[src/rtl/glyph_blitter.sv]
// Streams one glyph bitmap as per-pixel plot commands with integer scaling,
// optional transparency and clipping at the visible screen edge.
module glyph_blitter #(
  parameter int unsigned GLYPH_W  = 8,
  parameter int unsigned GLYPH_H  = 16,
  parameter int unsigned SCALE    = 1,
  parameter int unsigned X_W      = 8,
  parameter int unsigned Y_W      = 7,
  parameter int unsigned COLOUR_W = 3,
  parameter int unsigned X_MAX    = 159,
  parameter int unsigned Y_MAX    = 119
) (
  input  logic                       clock,
  input  logic                       resetn,
  input  logic                       req_valid,
  output logic                       req_ready,
  input  logic [6:0]                 req_char,
  input  logic [X_W-1:0]             req_x,
  input  logic [Y_W-1:0]             req_y,
  input  logic [COLOUR_W-1:0]        req_fg,
  input  logic [COLOUR_W-1:0]        req_bg,
  input  logic                       req_transp,
  output logic [6:0]                 glyph_code,
  input  logic [GLYPH_W*GLYPH_H-1:0] glyph_bits,
  output logic [X_W-1:0]             plot_x,
  output logic [Y_W-1:0]             plot_y,
  output logic [COLOUR_W-1:0]        plot_colour,
  output logic                       plot,
  input  logic                       plot_ready,
  output logic                       done
);

  localparam int unsigned NBits = GLYPH_W * GLYPH_H;
  localparam int unsigned IW    = $clog2(NBits);
  localparam int unsigned GCW   = (GLYPH_W > 1) ? $clog2(GLYPH_W) : 1;
  localparam int unsigned GRW   = (GLYPH_H > 1) ? $clog2(GLYPH_H) : 1;
  localparam int unsigned SW    = (SCALE > 1) ? $clog2(SCALE) : 1;
  localparam logic [X_W:0] XLim = (X_W + 1)'(X_MAX);
  localparam logic [Y_W:0] YLim = (Y_W + 1)'(Y_MAX);

  typedef enum logic [1:0] {StIdle, StLoad, StDraw, StDone} state_e;

  state_e                state_q, state_d;
  logic [6:0]            char_q, char_d;
  logic [X_W-1:0]        x0_q, x0_d;
  logic [Y_W-1:0]        y0_q, y0_d;
  logic [COLOUR_W-1:0]   fg_q, fg_d, bg_q, bg_d;
  logic                  transp_q, transp_d;
  logic [NBits-1:0]      bits_q, bits_d;
  logic [GCW-1:0]        gcol_q, gcol_d;
  logic [GRW-1:0]        grow_q, grow_d;
  logic [SW-1:0]         scol_q, scol_d, srow_q, srow_d;
  logic [X_W:0]          col_q, col_d;
  logic [Y_W:0]          row_q, row_d;
  logic                  last_q, last_d;
  logic                  plot_q, plot_d;
  logic [X_W-1:0]        px_q, px_d;
  logic [Y_W-1:0]        py_q, py_d;
  logic [COLOUR_W-1:0]   pc_q, pc_d;

  logic [NBits-1:0] bits_src;
  logic [IW-1:0]    bit_idx;
  logic             pix_bit, slot_plot, load_slot;
  logic             scol_end, srow_end, col_end, row_end;
  logic [X_W:0]     sum_x;
  logic [Y_W:0]     sum_y;

  // The LOAD cycle evaluates slot 0 straight from the lookup so DRAW starts presenting at once.
  always_comb begin
    bits_src  = (state_q == StLoad) ? glyph_bits : bits_q;
    bit_idx   = IW'(NBits - 1) - (IW'(grow_q) * IW'(GLYPH_W) + IW'(gcol_q));
    pix_bit   = bits_src[bit_idx];
    sum_x     = {1'b0, x0_q} + col_q;
    sum_y     = {1'b0, y0_q} + row_q;
    slot_plot = !(transp_q && !pix_bit) && (sum_x <= XLim) && (sum_y <= YLim);
    scol_end  = (scol_q == SW'(SCALE - 1));
    srow_end  = (srow_q == SW'(SCALE - 1));
    col_end   = scol_end && (gcol_q == GCW'(GLYPH_W - 1));
    row_end   = srow_end && (grow_q == GRW'(GLYPH_H - 1));
  end

  always_comb begin
    state_d   = state_q;
    char_d    = char_q;
    x0_d      = x0_q;
    y0_d      = y0_q;
    fg_d      = fg_q;
    bg_d      = bg_q;
    transp_d  = transp_q;
    bits_d    = bits_q;
    gcol_d    = gcol_q;
    grow_d    = grow_q;
    scol_d    = scol_q;
    srow_d    = srow_q;
    col_d     = col_q;
    row_d     = row_q;
    last_d    = last_q;
    plot_d    = plot_q;
    px_d      = px_q;
    py_d      = py_q;
    pc_d      = pc_q;
    load_slot = 1'b0;

    case (state_q)
      StIdle: begin
        if (req_valid) begin
          char_d   = req_char;
          x0_d     = req_x;
          y0_d     = req_y;
          fg_d     = req_fg;
          bg_d     = req_bg;
          transp_d = req_transp;
          gcol_d   = '0;
          grow_d   = '0;
          scol_d   = '0;
          srow_d   = '0;
          col_d    = '0;
          row_d    = '0;
          last_d   = 1'b0;
          state_d  = StLoad;
        end
      end
      StLoad: begin
        bits_d    = glyph_bits;
        load_slot = 1'b1;
        state_d   = StDraw;
      end
      StDraw: begin
        if (plot_ready) begin
          if (last_q) begin
            plot_d  = 1'b0;
            state_d = StDone;
          end else begin
            load_slot = 1'b1;
          end
        end
      end
      StDone:  state_d = StIdle;
      default: state_d = StIdle;
    endcase

    if (load_slot) begin
      plot_d = slot_plot;
      px_d   = sum_x[X_W-1:0];
      py_d   = sum_y[Y_W-1:0];
      pc_d   = pix_bit ? fg_q : bg_q;
      last_d = col_end && row_end;
      if (col_end) begin
        col_d  = '0;
        gcol_d = '0;
        scol_d = '0;
        row_d  = row_q + 1'b1;
        if (srow_end) begin
          srow_d = '0;
          grow_d = grow_q + 1'b1;
        end else begin
          srow_d = srow_q + 1'b1;
        end
      end else begin
        col_d = col_q + 1'b1;
        if (scol_end) begin
          scol_d = '0;
          gcol_d = gcol_q + 1'b1;
        end else begin
          scol_d = scol_q + 1'b1;
        end
      end
    end
  end

  always_ff @(posedge clock or negedge resetn) begin
    if (!resetn) begin
      state_q  <= StIdle;
      char_q   <= '0;
      x0_q     <= '0;
      y0_q     <= '0;
      fg_q     <= '0;
      bg_q     <= '0;
      transp_q <= 1'b0;
      bits_q   <= '0;
      gcol_q   <= '0;
      grow_q   <= '0;
      scol_q   <= '0;
      srow_q   <= '0;
      col_q    <= '0;
      row_q    <= '0;
      last_q   <= 1'b0;
      plot_q   <= 1'b0;
      px_q     <= '0;
      py_q     <= '0;
      pc_q     <= '0;
    end else begin
      state_q  <= state_d;
      char_q   <= char_d;
      x0_q     <= x0_d;
      y0_q     <= y0_d;
      fg_q     <= fg_d;
      bg_q     <= bg_d;
      transp_q <= transp_d;
      bits_q   <= bits_d;
      gcol_q   <= gcol_d;
      grow_q   <= grow_d;
      scol_q   <= scol_d;
      srow_q   <= srow_d;
      col_q    <= col_d;
      row_q    <= row_d;
      last_q   <= last_d;
      plot_q   <= plot_d;
      px_q     <= px_d;
      py_q     <= py_d;
      pc_q     <= pc_d;
    end
  end

  assign req_ready   = (state_q == StIdle);
  assign done        = (state_q == StDone);
  assign glyph_code  = char_q;
  assign plot        = plot_q;
  assign plot_x      = px_q;
  assign plot_y      = py_q;
  assign plot_colour = pc_q;

endmodule

[config.mk]
export PLATFORM = sky130hd
export DESIGN_NAME = glyph_blitter
export DESIGN_NICKNAME = d
export VERILOG_FILES = /design/src/rtl/glyph_blitter.sv
export SDC_FILE = /design/constraint.sdc
export NUM_CORES = 1
export LEC_CHECK = 0
export CORE_UTILIZATION = 48
export DETAILED_ROUTE_END_ITERATION = 10
export PLACE_DENSITY = 0.84
export SYNTH_ARGS = -nofsm -noshare
export SYNTH_HDL_FRONTEND = slang
export SYNTH_SLANG_ARGS = --single-unit
export TNS_END_PERCENT = 100
[constraint.sdc]
create_clock -name clock -period 2.8 [get_ports clock]
set_input_delay 0.42 -clock clock [delete_from_list [all_inputs] [get_ports clock]]
set_output_delay 0.42 -clock clock [all_outputs]
set_load 0.01 [all_outputs]
==> flow_metrics.env <==
export IMPL_firstDrtPassIters=6
export IMPL_finalWirelength_mm=25.8
export IMPL_synth_main_ff_cell="dfrtp_1"
export IMPL_slew_viol_final=0
export IMPL_ys_ff_latch=204
export IMPL_fin_util=0.648
export IMPL_nNetsFinal=1221
export IMPL_core_sq_um=21800
export IMPL_use_met1=0.302
export IMPL_row_count=54
export IMPL_netlist_instances=801
export IMPL_crit_required_ns=3.19
export IMPL_min_period_over_period=1.05
export IMPL_grt_max_degree=81
export IMPL_fin_skew_ns=0.0126
export IMPL_wl_per_cell_um=19.4
export IMPL_die_h_um=151
export IMPL_rsz0062_at_grt="yes"
export IMPL_dieArea_sq_um=22800
export IMPL_cts_made_buffers=24
export IMPL_die_x_um=151
export IMPL_irDropWorstVdd_mv=0.543
export IMPL_slew_headroom=0.374
export IMPL_crit_arrival_ns=3.34
export IMPL_finish_instance_area_sq_um=14100
export IMPL_violations="setup timing"
export IMPL_busiest_layer="met2"
export IMPL_met3_usage=0.0370
export IMPL_grt_pass1_wl_mm=41.1
export IMPL_cts_sinks=204
export IMPL_setup_viol=4
export IMPL_clkTransAtPathRegs_ns=0.06
export IMPL_syn_to_final_growth_pct=32.8
export IMPL_initial_core_util=0.488
export IMPL_synth_edff_count=0
export IMPL_total_power_mw=15.1
export IMPL_syn_nets=988
export IMPL_path_max_fanout=7
export IMPL_place_area_sq_um=13200
export IMPL_place_congestion=0.841
export IMPL_ant_nets=0
export IMPL_synthDistinctLibCells=59
export IMPL_cts_tree="yes"
export IMPL_drive_gt1_frac=0.187
export IMPL_min_delay_path_class="reg -> reg"
export IMPL_clk_latency_ns=0.52
export IMPL_cts_htree_levels=1
export IMPL_crit_path_end_kind="flop"
export IMPL_hpwl_mm=18.6
export IMPL_p_leak_nw=5.85
export IMPL_numPortBuffers=188
export IMPL_pre_cts_slack_ns=-0.374
export IMPL_fmax_mhz=339
export IMPL_most_common_layout_cells="dfrtp_1, clkdlybuf4s50_1, mux2_1"
export IMPL_hold_viol_final=0
export IMPL_yosysSeqAreaShare=0.479
export IMPL_period_needed_ns=2.95
export IMPL_via_per_inst=5.67
export IMPL_root_buffer="clkbuf_16"
export IMPL_yosysWarnings=0
export IMPL_worst_slew_pin_slew_ns=0.939
export IMPL_met2_usage=0.394
export IMPL_ios=189
export IMPL_grt_ovfl_total=0
export IMPL_p_per_area_nw_per_um2=1070
export IMPL_status="finished with violations"
export IMPL_final_common_cell="dfrtp_1"
export IMPL_syn_area_per_cell_sq_um=13.3
export IMPL_grtUsageTotal=0.233
export IMPL_maxCapViolCount=0
export IMPL_dr_first_iter_drc_count=325
export IMPL_route_detailed_drc=0
export IMPL_cts_buffer_depth=3
export IMPL_antenna_found_initial=1
export IMPL_vias=7553
export IMPL_crit_type="reg -> reg"
export IMPL_async_flop_share=1.00
export IMPL_grt_pass1_vias=7953
export IMPL_netlist_area_sq_um=10700
export IMPL_start_kind="flop"
export IMPL_timing_final_ws_setup_ns=-0.148
registers in the layout, summed over array words and instances (netlist names):
name	flops
gcol_q	3
plot_x	8
last_q	1
y0_q	7
col_q	9
bg_q	3
x0_q	8
fg_q	3
state_q	2
plot_colour	3
grow_q	4
glyph_code	7
row_q	8
transp_q	1
plot_y	7
srow_q	1
bits_q	128
plot	1
power by group:
| part | leakage, nW | switching [mW] | internal [mW] |
|---|---|---|---|
| clock | 0.399 | 1.20 | 1.97 |
| combinational | 2.99 | 2.96 | 3.95 |
| sequential | 2.46 | 0.747 | 4.33 |
Yosys cell counts, drive strengths merged, types with 5 or more instances:
library cell	number	share of area
mux2	161	0.17
xor2	9	0.0074
clkbuf	22	0.0078
a21oi	19	0.0089
o21ai	45	0.021
nand3	22	0.010
nand2b	6	0.0035
mux2i	16	0.015
nor2	26	0.0092
ha	24	0.028
nor2b	7	0.0041
xnor2	6	0.0049
and3	6	0.0035
a31oi	5	0.0029
mux4	63	0.13
dfrtp	204	0.48
buf	29	0.017
nand2	65	0.023
inv	8	0.0028
cell type report:
type	count	area [sq um]
Antenna cell	1	2.50
Clock buffer	37	731
Clock inverter	5	78.8
Fill cell	1555	7680
Inverter	9	35.0
Multi-Input combinational cell	537	5310
Sequential cell	204	5110
Tap cell	280	350
Timing Repair Buffer	258	2520
through the flow:
step / hold slack [ns] / setup TNS [ns] / instances
finish: 0.477 / -0.459 / 1331
CTS: 0.479 / -0.630 / 1327
detailed placement: 0.469 / -1.36 / 1277
global route: 0.486 / -1.02 / 1331
global placement: 0.459 / -1.09 / 1277
floorplan: 0.124 / 0 / 801
cell families (layout without fill, tap and decap cells):
logic type      count (synthesis)  in the layout  share of synthesized area
fa+ha+maj                      26             26                     0.0319
other cells                     0              1                          0
flops                         204            204                      0.479
xor+xnor                       15             15                     0.0123
buf+inv                        60            309                     0.0284
mux                           240            240                      0.320
compound gates                109            109                     0.0651
simple gates                  147            147                     0.0626
final timing paths:
path                                  end  slack [ns]  depth (start not counted)       start
setup reg to reg           plot_colour[1]       -0.15                         10  state_q[1]
min in group asynchronous       plot_y[5]        0.52                          2      resetn
hold reg to reg                bits_q[89]        0.48                          1  bits_q[89]
hold / removal                 bits_q[89]        0.48                          1  bits_q[89]
setup / recovery           plot_colour[1]       -0.15                         10  state_q[1]
max in group asynchronous      bits_q[88]        1.42                          3      resetn
routing by layer:
layer / wire [um] / vias up
li1: - / 3467
met1: 10700 / 3823
met2: 13000 / 209
met3: 1310 / 54
met4: 811 / 0
met5: 0 / -
worst max-delay path, stage by stage (launching register included):
cell and delay [ns]:
dfrtp_1 0.38, inv_2 0.07, ha_4 0.24, buf_6 0.13, mux4_2 0.53, a2111oi_4 0.35
a31oi_1 0.08, a41o_1 0.28, o32ai_4 0.43, mux2i_1 0.26, a21oi_1 0.08
repair_timing:
item | in CTS | in global routing
pin swaps | 7 | 4
hold endpoints to repair | 77 | 0
setup buffers | 7 | 3
setup endpoints to repair | 4 | 5
hold buffers | 1 | 0
resized for setup | 8 | 15
Note: power is estimated with default switching activity, not from simulation.
